<file path="config.mk">
export PLATFORM = sky130hd
export DESIGN_NAME = spi_master_ctrl
export DESIGN_NICKNAME = d
export VERILOG_FILES = /design/src/rtl/spi_pkg.sv /design/src/rtl/spi_clk_div.sv /design/src/rtl/spi_master_ctrl.sv
export SDC_FILE = /design/constraint.sdc
export NUM_CORES = 1
export LEC_CHECK = 0
export ABC_AREA = 1
export BUFFER_PORTS_ARGS = -buffer_cell sky130_fd_sc_hd__buf_2
export CORE_ASPECT_RATIO = 0.8
export CORE_MARGIN = 1.5
export CORE_UTILIZATION = 48
export DETAILED_ROUTE_END_ITERATION = 8
export HOLD_SLACK_MARGIN = 0.12
export MAX_ROUTING_LAYER = met4
export PLACE_DENSITY = 0.78
export SETUP_SLACK_MARGIN = 0.15
export SYNTH_ARGS = -nofsm -noshare
export SYNTH_HDL_FRONTEND = slang
export SYNTH_SLANG_ARGS = --single-unit
</file>
<file path="constraint.sdc">
create_clock -name clk -period 2.4 [get_ports clk]
set_input_delay 0 -clock clk [delete_from_list [all_inputs] [get_ports clk]]
set_output_delay 0 -clock clk [all_outputs]
set_load 0.005 [all_outputs]
</file>
<file path="src/rtl/spi_pkg.sv">
// Shared types and constants for the single-byte SPI master (mode 0, LSB-first).
// Optional build macro SPI_LOOPBACK_EN is consumed by spi_master_ctrl.
package spi_pkg;

   localparam int DEFAULT_DATA_W  = 8;
   localparam int DEFAULT_CLK_DIV = 2;

   // {CPOL, CPHA}; mode 0 idles sclk low and samples on the leading edge.
   localparam logic [1:0] SPI_MODE = 2'd0;
   localparam logic       SPI_CPOL = SPI_MODE[1];
   localparam logic       SPI_CPHA = SPI_MODE[0];

   typedef enum logic [2:0] {
      IDLE,
      LOAD,
      SETUP,
      XFER,
      HOLD,
      DONE
   } state_t;

   // Cycles from the accept cycle to the done cycle.
   function automatic int transfer_latency(input int data_w, input int clk_div);
      return 2 + clk_div * (2 * data_w + 2);
   endfunction

endpackage

</file>
<file path="src/rtl/spi_clk_div.sv">
// Half-period divider: counts 0..CLK_DIV-1 while enabled and pulses half_tick on
// the last count. Clear has priority over enable.
module spi_clk_div #(
   parameter int CLK_DIV = 2
) (
   input  logic clk,
   input  logic rst,
   input  logic en,
   input  logic clr,
   output logic half_tick
);

   localparam int CNT_W = (CLK_DIV > 1) ? $clog2(CLK_DIV) : 1;

   logic [CNT_W-1:0] cnt;
   logic             at_end;

   assign at_end    = (cnt == CNT_W'(CLK_DIV - 1));
   assign half_tick = en && at_end;

   // NOTE: clocked state uses non-blocking (<=) so every flop samples pre-edge values.
   always_ff @(posedge clk) begin
      if (!rst) begin
         cnt <= '0;
      end else if (clr) begin
         cnt <= '0;
      end else if (en) begin
         cnt <= at_end ? '0 : cnt + CNT_W'(1);
      end
   end

endmodule

</file>
<file path="src/rtl/spi_master_ctrl.sv">
// Single-transfer SPI master (mode 0, LSB-first) sequencing a right-shifting datapath.
// Define SPI_LOOPBACK_EN to sample mosi instead of miso (rx_data == tx_data).
module spi_master_ctrl
   import spi_pkg::*;
#(
   parameter int DATA_W  = DEFAULT_DATA_W,
   parameter int CLK_DIV = DEFAULT_CLK_DIV
) (
   input  logic              clk,
   input  logic              rst,
   input  logic              start,
   input  logic [DATA_W-1:0] tx_data,
   output logic              ready,
   output logic              busy,
   output logic              done,
   output logic [DATA_W-1:0] rx_data,
   output logic              sclk,
   output logic              mosi,
   input  logic              miso,
   output logic              cs_n
);

   localparam int               CNT_W    = $clog2(DATA_W + 1);
   localparam logic [CNT_W-1:0] LAST_BIT = CNT_W'(DATA_W - 1);

   state_t            state;
   state_t            next_state;
   logic [DATA_W-1:0] tx_latch;
   logic [DATA_W-1:0] shift_data;
   logic [CNT_W-1:0]  bit_cnt;
   logic              samp_bit;
   logic              samp_src;
   logic              div_run;
   logic              half_tick;
   logic              accept;
   logic              load;
   logic              sample_edge;
   logic              shift_edge;
   logic              capture;
   logic              release_cs;

`ifdef SPI_LOOPBACK_EN
   logic unused_miso;
   assign unused_miso = miso;
   assign samp_src    = mosi;
`else
   assign samp_src    = miso;
`endif

   assign ready   = (state == IDLE);
   assign busy    = (state != IDLE);
   assign done    = (state == DONE);
   assign mosi    = shift_data[0];
   assign div_run = (state == SETUP) || (state == XFER) || (state == HOLD);

   spi_clk_div #(
      .CLK_DIV (CLK_DIV)
   ) u_clk_div (
      .clk       (clk),
      .rst       (rst),
      .en        (div_run),
      .clr       (!div_run),
      .half_tick (half_tick)
   );

   always_ff @(posedge clk) begin
      if (!rst) begin
         state <= IDLE;
      end else begin
         state <= next_state;
      end
   end

   // NOTE: every always_comb output gets a default first so no path can infer a latch.
   always_comb begin
      next_state  = state;
      accept      = 1'b0;
      load        = 1'b0;
      sample_edge = 1'b0;
      shift_edge  = 1'b0;
      capture     = 1'b0;
      release_cs  = 1'b0;
      unique case (state)
         IDLE: begin
            if (start) begin
               accept     = 1'b1;
               next_state = LOAD;
            end
         end
         LOAD: begin
            load       = 1'b1;
            next_state = SETUP;
         end
         SETUP: begin
            if (half_tick) next_state = XFER;
         end
         XFER: begin
            // The leading sclk edge samples; the trailing edge shifts and advances mosi.
            if (half_tick) begin
               if (sclk == (SPI_CPOL ^ SPI_CPHA)) begin
                  sample_edge = 1'b1;
               end else begin
                  shift_edge = 1'b1;
                  if (bit_cnt == LAST_BIT) next_state = HOLD;
               end
            end
         end
         HOLD: begin
            if (half_tick) begin
               capture    = 1'b1;
               next_state = DONE;
            end
         end
         DONE: begin
            release_cs = 1'b1;
            next_state = IDLE;
         end
         default: next_state = IDLE;
      endcase
   end

   always_ff @(posedge clk) begin
      if (!rst) begin
         tx_latch   <= '0;
         shift_data <= '0;
         bit_cnt    <= '0;
         samp_bit   <= 1'b0;
         sclk       <= SPI_CPOL;
         cs_n       <= 1'b1;
         rx_data    <= '0;
      end else begin
         if (accept) tx_latch <= tx_data;
         if (load) begin
            shift_data <= tx_latch;
            bit_cnt    <= '0;
            sclk       <= SPI_CPOL;
            cs_n       <= 1'b0;
         end
         if (sample_edge) begin
            sclk     <= ~sclk;
            samp_bit <= samp_src;
         end
         if (shift_edge) begin
            sclk       <= ~sclk;
            shift_data <= {samp_bit, shift_data[DATA_W-1:1]};
            bit_cnt    <= bit_cnt + CNT_W'(1);
         end
         // Captured on entry to DONE so rx_data is already valid while done is high.
         if (capture)    rx_data <= shift_data;
         if (release_cs) cs_n    <= 1'b1;
      end
   end

endmodule

</file>
==> impl_metrics.py, run 1 <==
metrics = {
    "synthesis": {
        "syn_area_per_cell_um2": 7.46,
        "synth-main-ff-cell": "dfxtp_1",
        "syn_nets": 221,
        "synthCells": 208,
        "yosysWarnings": 0,
        "synth.mux.area_fraction_pct": 0,
        "yosys.area_share.simple_pct": 25.6,
        "seq_area_frac_synth_pct": 45.2,
        "synth_top_family_by_area": "simple AND/OR/NAND/NOR gates",
        "synthesis.area_mm2": 0.00155,
        "synth-edff-count": 0,
        "ys_types": 27,
        "async_flop_share_pct": 0,
        "synth_compound_area_share_pct": 18.8,
        "synth-xor-area-share_pct": 0,
        "synth_adder_area_share_pct": 0.806,
        "synth-seq-cells": 35,
    },
    "route": {
        "dr.pass1.iters": 4,
        "drc": 0,
        "drt-vias-per-instance": 4.95,
        "routed-via-count": 1439,
        "wirelength_um": 3390,
        "first_iter_violations": 79,
        "post_drt_wl_per_cell_um": 11.7,
        "final_antenna_net_count": 0,
    },
    "cts": {
        "clock_latency_ns": 0.29,
        "clk_pin_slew_ns": 0.07,
        "htreeDepth": 2,
        "cts_buffers": 5,
        "cts_root_buffer": "clkbuf_8",
        "cts.sinks": 35,
        "cts_tree": "built",
        "clockBufferDepth": 2,
    },
    "die": {
        "start_util_pct": 50.3,
        "die_w_um": 66.6,
        "die_h_um": 53.9,
        "ioPinCount": 26,
        "dieArea_mm2": 0.00358,
        "rows": 18,
        "core_area_mm2": 0.00309,
    },
    "sta": {
        "hold_viol_final": 0,
        "fin_crit_ns": 1.99,
        "fin_skew_ns": 0.00652,
        "setup_ws_ns": 0.410,
        "final.setup.tns_ns": 0,
        "max_freq_ghz": 0.502,
        "worst_pin_slew_ns": 0.531,
        "setup_viol": 0,
        "relSlewSlack_pct": 64.4,
        "rsz0062_at_grt": "false",
        "min_period_over_period_pct": 82.9,
        "finalMaxSlewViolations": 0,
    },
    "critical_path": {
        "cp.arrival_ns": 2.18,
        "critPathTopFamily": "buffers and inverters",
        "cp_cell_sequence": "nor2_2 -> inv_1 -> nor2_2 -> nand3_1 -> dlygate4sd3_1 -> a21oi_1",
        "crit_fanout": 11,
        "crit_type": "reg -> reg",
        "end_kind": "flip-flop",
        "cp_num_buf_inv": 2,
        "cp_slowest_cell": "dlygate4sd3_1",
        "cp_slowest_stage_delay_ns": 0.59,
        "crit_top_cell": "nor2_2",
        "cp-start-kind": "flip-flop",
        "crit_required_ns": 2.59,
    },
    "flow_run": {
        "maxCapViolCount": 0,
    },
    "run_status": {
        "status": "complete, no violations",
    },
    "global_route": {
        "grt_util_all_layers_pct": 21.8,
        "grt_max_degree": 20,
        "first_global_vias": 1264,
        "grt_remaining_overflow": 0,
        "grt_first_pass_wirelength_um": 5550,
        "antenna_found_initial": 0,
    },
    "placed_design": {
        "dp.cells": 265,
        "io_buffers": 25,
        "dp_hpwl_um": 2150,
        "place_ws_ns": 0.824,
        "place_congestion": 0.766,
    },
    "finish": {
        "layout.nets": 263,
        "areaGrowthSynthToFinish_pct": 26.7,
        "layout-drive-gt1-share_pct": 20.3,
        "antenna_cells": 0,
        "stdcell_count": 291,
    },
    "worst_hold_path": {
        "hp-class": "in -> reg",
    },
    "power_and_ir_drop": {
        "vdd_drop_max_v": 0.000587,
        "total_leakage_power_nw": 0.823,
        "powerDensity_mw_per_mm2": 978,
    },
}
## layout make-up
cell class,instances,area (um^2)
Tap cell,40,50.0
Inverter,23,91.3
Sequential cell,35,701
Multi-Input combinational cell,142,701
Timing Repair Buffer,43,305
Clock inverter,2,35.0
Fill cell,279,1120
Clock buffer,6,82.6
## Yosys cell counts (2+ instances only)
cell / instances / area (um^2)
buf_6: 2 / 22.5
nand2_2: 2 / 12.5
nor2_2: 3 / 18.8
nor2_1: 14 / 52.6
inv_2: 2 / 7.51
nor2_4: 2 / 22.5
buf_4: 3 / 22.5
dfxtp_1: 35 / 701
inv_1: 19 / 71.3
nand3_1: 15 / 75.1
o21ai_2: 3 / 26.3
a21oi_1: 22 / 110
nand2_1: 50 / 188
a31oi_1: 7 / 43.8
o21ai_0: 17 / 85.1
## power breakdown
part           leakage (nW)  switching, mW  internal [mW]
sequential            0.284         0.0873          0.662
clock                0.0612          0.211          0.336
combinational         0.477          0.386          0.241
total                 0.823          0.684           1.24
## cells in the final DEF (no fill, tap or decap), types with 2 or more instances in the layout
cell           Yosys  routed
dlygate4sd3_1      0      18
buf_2              1      25
a31oi_1            7       7
inv_2              2       2
nor2_4             2       2
inv_1             19      19
clkbuf_8           0       6
nand2_2            2       2
a21oi_1           22      22
nor2_2             3       3
nand2_1           50      50
o21ai_2            3       3
nor2_1            14      14
nand3_1           15      15
dfxtp_1           35      35
o21ai_0           17      17
## timing repair
action,4_1_cts,5_1_grt
hold endpoints to repair,19,0
resized for setup,0,0
setup buffers,0,0
hold buffers,18,0
## metal layers
metal | GRT usage [%] | wire, um | part of all wire, %
met1 | 27.4 | 1670 | 49
met2 | 33.3 | 1510 | 45
met3 | 5.86 | 175 | 5.2
met4 | 9.52 | 34 | 1.0
met5 | - | 0 | 0
## final timing paths
| kind | from | to | slack [ns] | depth (start not counted) |
|---|---|---|---|---|
| worst min-delay path | start | tx_latch[0] | 0.34 | 4 |
| worst min register to register | rx_data[0] | rx_data[0] | 0.44 | 2 |
| worst max register to register | state[0] | tx_latch[4] | 0.41 | 6 |
| worst max-delay path | state[0] | tx_latch[4] | 0.41 | 6 |
## cell families after synthesis
group	count (synthesis)
compound gates	52
fa+ha+maj	1
buf+inv	31
flops	35
simple gates	89
## through the flow
stage | power, mW | utilization (%) | hold slack [ns] | cell area [um^2]
after floorplan | 1.21 | - | 0.164 | 1550
after global placement | 1.31 | 54.1 | 0.273 | 1670
after detailed placement | 1.32 | 54.1 | 0.277 | 1670
after CTS | 1.92 | 63.7 | 0.325 | 1970
after global routing | 2.06 | 63.7 | 0.397 | 1970
final | 1.92 | 63.7 | 0.341 | 1970
## worst min-delay path, stage by stage
cell and delay (ns):
buf_2 0.20, nand2_1 0.22, nand2_1 0.11, a21oi_1 0.05
## registers in the layout (all words and copies together), names as in the netlist
register	flops
bit_cnt	4
samp_bit	1
rx_data	8
state	3
u_clk_div.at_end	1
sclk	1
tx_latch	8
shift_data	8
cs_n	1
(Power assumes the default switching activity.)
==> inputs of run 2 (changes only) <==
--- a/config.mk
+++ b/config.mk
@@ -13,7 +13,7 @@
 export DETAILED_ROUTE_END_ITERATION = 8
 export HOLD_SLACK_MARGIN = 0.12
 export MAX_ROUTING_LAYER = met4
-export PLACE_DENSITY = 0.78
+export PLACE_DENSITY = 0.8
 export SETUP_SLACK_MARGIN = 0.15
 export SYNTH_ARGS = -nofsm -noshare
 export SYNTH_HDL_FRONTEND = slang
==> constraint.sdc (replaced) <==
create_clock -name clk -period 1.65 [get_ports clk]
set_input_delay 0 -clock clk [delete_from_list [all_inputs] [get_ports clk]]
set_output_delay 0 -clock clk [all_outputs]
set_load 0.005 [all_outputs]
==> run 2 against run 1 <==
  * Sequential cell count unchanged
  * Critical path depth stayed put
  * Highest routed layer unchanged
  * Design area shrank 2.0%
  * Die area is the same
==> impl_metrics.py, run 2 (synthesized netlist as in run 1, its figures left out) <==
metrics = {
    "finish": {
        "antenna_cells": 0,
        "layout-drive-gt1-share_pct": 22.6,
        "fillers": 281,
        "stdcell_count": 288,
        "layout.nets": 260,
        "final_cell_mix": "50 x nand2_1, 34 x dfxtp_1, 25 x buf_2",
        "areaGrowthSynthToFinish_pct": 24.2,
        "fin_util_pct": 62.4,
        "top_regs": "rx_data (8), shift_data (8), tx_latch (8)",
        "final_common_cell": "nand2_1",
        "design_area_mm2": 0.00193,
    },
    "global_route": {
        "antenna_found_initial": 0,
        "grt_first_pass_wirelength_um": 5240,
        "first_global_vias": 1175,
        "grtUsageMet3_pct": 5.02,
        "grt_max_degree": 19,
        "grt_remaining_overflow": 0,
        "grt.busiest_layer": "met2",
        "use_met2_pct": 30.7,
        "met1_usage_pct": 26.5,
        "grt_util_all_layers_pct": 21.1,
    },
    "critical_path": {
        "rr_worst_depth": 7,
        "crit_top_cell": "inv_1",
        "cp-start-kind": "flip-flop",
        "crit_type": "reg -> out",
        "crit_fanout": 8,
        "cp_slowest_stage_delay_ns": 0.38,
        "rr_startpoint": "bit_cnt[0]",
        "end_kind": "primary output",
        "cp_cell_sequence": "nor2_4 -> inv_1 -> nor2_2 -> buf_4 -> inv_1 -> buf_2",
        "startpoint": "state[0]",
        "crit_required_ns": 1.65,
        "cp_slowest_cell": "dfxtp_1",
        "cp.arrival_ns": 1.39,
    },
    "cts": {
        "cts_buffers": 5,
        "htreeDepth": 2,
        "clock_latency_ns": 0.30,
        "clockBufferDepth": 2,
        "post_cts_buffers": 0,
        "cts_root_buffer": "clkbuf_8",
        "cts_tree": "built",
        "cts.sinks": 35,
        "clk_pin_slew_ns": 0.07,
    },
    "sta": {
        "worst_pin_slew_ns": 0.268,
        "setup_ws_ns": 0.261,
        "fin_hold_ws_ns": 0.440,
        "rsz0062_at_grt": "false",
        "min_period_over_period_pct": 84.2,
        "fin_crit_ns": 1.39,
        "relSlewSlack_pct": 82.1,
        "max_freq_ghz": 0.720,
        "fin_skew_ns": 0.00514,
        "hold_viol_final": 0,
        "setup_viol": 0,
        "final.setup.tns_ns": 0,
        "finalMaxSlewViolations": 0,
    },
    "die": {
        "die_h_um": 53.9,
        "core_area_mm2": 0.00309,
        "rows": 18,
        "start_util_pct": 50.3,
        "die_w_um": 66.6,
        "ioPinCount": 26,
        "dieArea_mm2": 0.00358,
    },
    "route": {
        "post_drt_wl_per_cell_um": 11.2,
        "final_antenna_net_count": 0,
        "dr.pass1.iters": 4,
        "drc": 0,
        "drt-vias-per-instance": 4.85,
        "first_iter_violations": 83,
        "routed-via-count": 1397,
        "wirelength_um": 3220,
    },
    "flow_run": {
        "maxCapViolCount": 0,
    },
    "power_and_ir_drop": {
        "pwr-share-seq_pct": 40.1,
        "p_switching_mw": 0.992,
        "powerDensity_mw_per_mm2": 1420,
        "vdd_drop_max_v": 0.000910,
        "total_leakage_power_nw": 0.828,
        "swShare_pct": 36.2,
        "power.internal_mw": 1.75,
        "p_total_mw": 2.74,
        "pwr-share-clk_pct": 28.1,
        "power_frac_comb_pct": 31.8,
    },
    "worst_hold_path": {
        "hp-class": "reg -> reg",
        "hold_depth": 2,
        "worstHoldStart": "rx_data[5]",
    },
    "placed_design": {
        "dp_hpwl_um": 2170,
        "place_ws_ns": 0.246,
        "place_congestion": 0.852,
        "io_buffers": 25,
        "dp.cells": 269,
        "dpl_cell_area_mm2": 0.00170,
    },
    "run_status": {
        "status": "complete, no violations",
    },
}
## run 2: cell types whose count changed in the layout (fill, tap and decap cells not counted), sizes merged
cell	change
buf	+4
clkinv	+1
clkbuf	-1
dlygate4sd3	-7
## run 2: power by group through the flow
stage / Clock, mW / Sequential (mW) / Combinational, mW
final: 0.771 / 1.10 / 0.871
after global placement: 0 / 1.10 / 0.827
after CTS: 0.790 / 1.09 / 0.858
after floorplan: 0 / 1.05 / 0.699
after detailed placement: 0 / 1.11 / 0.834
after global routing: 0.835 / 1.12 / 1.01
## run 2: cell type report
type                       instances  area, um^2  share of cell area [%]
clock buffer                       5        68.8                    3.57
clock inverter                     3        43.8                    2.27
inverter                          23        91.3                    4.74
multi-input combinational        142         706                    36.6
sequential                        35         702                    36.4
tap                               40        50.0                    2.60
timing repair buffer              40         265                    13.8
## run 2: critical path, delay by kind of cell (launching register included)
kind | cells | cell delay, ns
buf+inv | 4 | 0.41
flops | 1 | 0.38
simple gates | 2 | 0.30
## run 2: path summary, 6_finish.rpt
check          endpoint  slack [ns]
max reg2reg    state[1]        0.30
max                busy        0.26
min reg2reg  rx_data[5]        0.44
min          rx_data[5]        0.44
## run 2: what timing repair did
action	CTS	global route
resized for setup	0	3
endpoints found under the hold margin	15	0
hold buffers	11	0
setup endpoints to repair	0	8
## run 2: routing by layer
layer  up-vias  part of all wire [%]
met5         -                     0
met4         0                   2.0
met3         8                   5.2
met2        34                    42
met1       598                    50
li1        757                     -
==> inputs of run 3 (changes only) <==
--- a/config.mk
+++ b/config.mk
@@ -13,7 +13,7 @@
 export DETAILED_ROUTE_END_ITERATION = 8
 export HOLD_SLACK_MARGIN = 0.12
 export MAX_ROUTING_LAYER = met4
-export PLACE_DENSITY = 0.8
+export PLACE_DENSITY = 0.78
 export SETUP_SLACK_MARGIN = 0.15
 export SYNTH_ARGS = -nofsm -noshare
 export SYNTH_HDL_FRONTEND = slang
==> constraint.sdc (replaced) <==
create_clock -name clk -period 1.29 [get_ports clk]
set_input_delay 0 -clock clk [delete_from_list [all_inputs] [get_ports clk]]
set_output_delay 0 -clock clk [all_outputs]
set_load 0.005 [all_outputs]
==> run 3 against run 2 <==
  * Non-clock buffer count rose by 22
  * Register-to-register slack got worse by 0.23 ns
  * Hold slack improved by 0.0030 ns
  * Design area rose by 18%
  * Sequential share of layout area fell by 4.9 points
  * Clock power fell by 2%
  * Die area did not move
  * Critical path depth did not move
  * Utilization rose by 11 points
  * Worst setup slack got worse by 0.21 ns
  * Global-route usage rose by 2.4 points
==> impl_metrics.py, run 3 (synthesized netlist as in run 1, its figures left out) <==
metrics = {
    "route": {
        "dr.pass1.iters": 4,
        "wirelength_um": 3890,
        "drc": 0,
        "final_antenna_net_count": 0,
        "drt-vias-per-instance": 4.94,
        "post_drt_wl_per_cell_um": 12.6,
        "first_iter_violations": 93,
        "routed-via-count": 1531,
    },
    "global_route": {
        "grt_util_all_layers_pct": 23.4,
        "antenna_found_initial": 0,
        "grt_first_pass_wirelength_um": 5980,
        "grt_remaining_overflow": 0,
        "first_global_vias": 1345,
        "grt_max_degree": 19,
    },
    "power_and_ir_drop": {
        "power.internal_mw": 2.70,
        "swShare_pct": 38.0,
        "p_switching_mw": 1.65,
        "pwr-share-seq_pct": 32.0,
        "power_frac_comb_pct": 50.6,
        "powerDensity_mw_per_mm2": 1920,
        "pwr-share-clk_pct": 17.4,
        "vdd_drop_max_v": 0.00108,
        "total_leakage_power_nw": 0.974,
    },
    "worst_hold_path": {
        "worstHoldStart": "rx_data[0]",
        "hold_depth": 2,
        "hp-class": "reg -> reg",
        "hold_path_end": "rx_data[0]",
    },
    "critical_path": {
        "r2r_end": "state[0]",
        "crit_required_ns": 1.29,
        "cp-start-kind": "flip-flop",
        "crit_fanout": 5,
        "end_kind": "primary output",
        "rr_worst_depth": 8,
        "crit_type": "reg -> out",
        "rr_startpoint": "state[2]",
        "r2r_slack_ns": 0.07,
        "cp.arrival_ns": 1.24,
    },
    "die": {
        "ioPinCount": 26,
        "die_w_um": 66.6,
        "core_area_mm2": 0.00309,
        "dieArea_mm2": 0.00358,
        "start_util_pct": 50.3,
        "die_h_um": 53.9,
        "rows": 18,
    },
    "flow_run": {
        "maxCapViolCount": 0,
    },
    "sta": {
        "finalMaxSlewViolations": 0,
        "fin_skew_ns": 0.00581,
        "min_period_over_period_pct": 96.4,
        "fin_crit_ns": 1.24,
        "max_freq_ghz": 0.805,
        "setup_viol": 0,
        "rsz0062_at_grt": "true",
        "final.setup.tns_ns": 0,
        "relSlewSlack_pct": 74.3,
        "hold_viol_final": 0,
        "worst_pin_slew_ns": 0.381,
    },
    "finish": {
        "fillers": 221,
        "layout-drive-gt1-share_pct": 38.1,
        "layout.nets": 282,
        "design_area_mm2": 0.00227,
        "final_common_cell": "nand2_1",
        "final_cell_mix": "43 x nand2_1, 29 x dfxtp_1, 24 x buf_2",
        "regArea_um2": 716,
        "areaGrowthSynthToFinish_pct": 46.1,
        "antenna_cells": 0,
        "multi_input_area_um2": 820,
        "top_regs": "rx_data (8), shift_data (8), tx_latch (8)",
    },
    "cts": {
        "cts_buffers": 5,
        "cts_root_buffer": "clkbuf_8",
        "cts.sinks": 35,
        "clockBufferDepth": 2,
        "cts_tree": "built",
        "clock_latency_ns": 0.29,
        "htreeDepth": 2,
        "clk_pin_slew_ns": 0.07,
    },
    "placed_design": {
        "dp_hpwl_um": 2200,
        "io_buffers": 25,
        "dpl_cell_area_mm2": 0.00176,
        "place_congestion": 0.805,
    },
    "run_status": {
        "status": "complete, no violations",
    },
}
run 3: final cells by class:
| type | instances | area share, % |
|---|---|---|
| Timing Repair Buffer | 62 | 22.2 |
| Clock buffer | 5 | 3.04 |
| Sequential cell | 35 | 31.6 |
| Tap cell | 40 | 2.21 |
| Multi-Input combinational cell | 142 | 36.1 |
| Clock inverter | 3 | 0.662 |
| Inverter | 23 | 4.14 |
run 3: routing by layer:
layer,vias to the layer above,track usage [%],wire (um)
li1,802,-,-
met1,687,30.3,1890
met2,34,35.0,1800
met3,8,6.28,139
met4,0,9.52,56
met5,-,-,0
run 3: timing repair:
item                       CTS  global route
gates resized for setup     34            23
pin swaps                   13            13
setup endpoints to repair   28            36
gates cloned                 1             0
setup buffers               12             4
hold buffers                11             0
hold endpoints to repair    14             0
run 3: critical path, cell delays in order (launching register included):
cell	delay, ns
dfxtp_4	0.37
nor2_4	0.13
inv_2	0.06
nor2_4	0.12
buf_6	0.14
inv_2	0.04
buf_6	0.10
run 3: worst max path at each step:
stage | startpoint | to | slack [ns] | depth (start not counted)
detailed placement | state[0] | shift_data[1] | 0.02 | 6
CTS | state[0] | busy | 0.07 | 6
global route | state[2] | state[0] | -0.02 | 9
global placement | state[0] | shift_data[0] | 0.1 | 6
floorplan | bit_cnt[0] | state[1] | 0.16 | 6
finish | state[1] | busy | 0.05 | 6
run 3: power groups by stage:
stage	Clock, mW	Combinational (mW)	Sequential, mW
floorplan	0	0.894	1.35
global placement	0	1.19	1.37
detailed placement	0	1.22	1.37
CTS	0.773	1.78	1.38
global route	0.836	2.39	1.41
finish	0.758	2.20	1.39
run 3: through the flow:
stage	power, mW	instances	hold WS (ns)	util, %	setup slack (ns)
CTS	3.93	306	0.446	69.3	0.0697
detailed placement	2.59	274	0.279	57.1	0.0236
floorplan	2.24	208	0.164	-	0.162
global placement	2.56	274	0.274	57.1	0.0961
global route	4.64	310	0.459	73.5	-0.0170
finish	4.36	310	0.443	73.5	0.0471
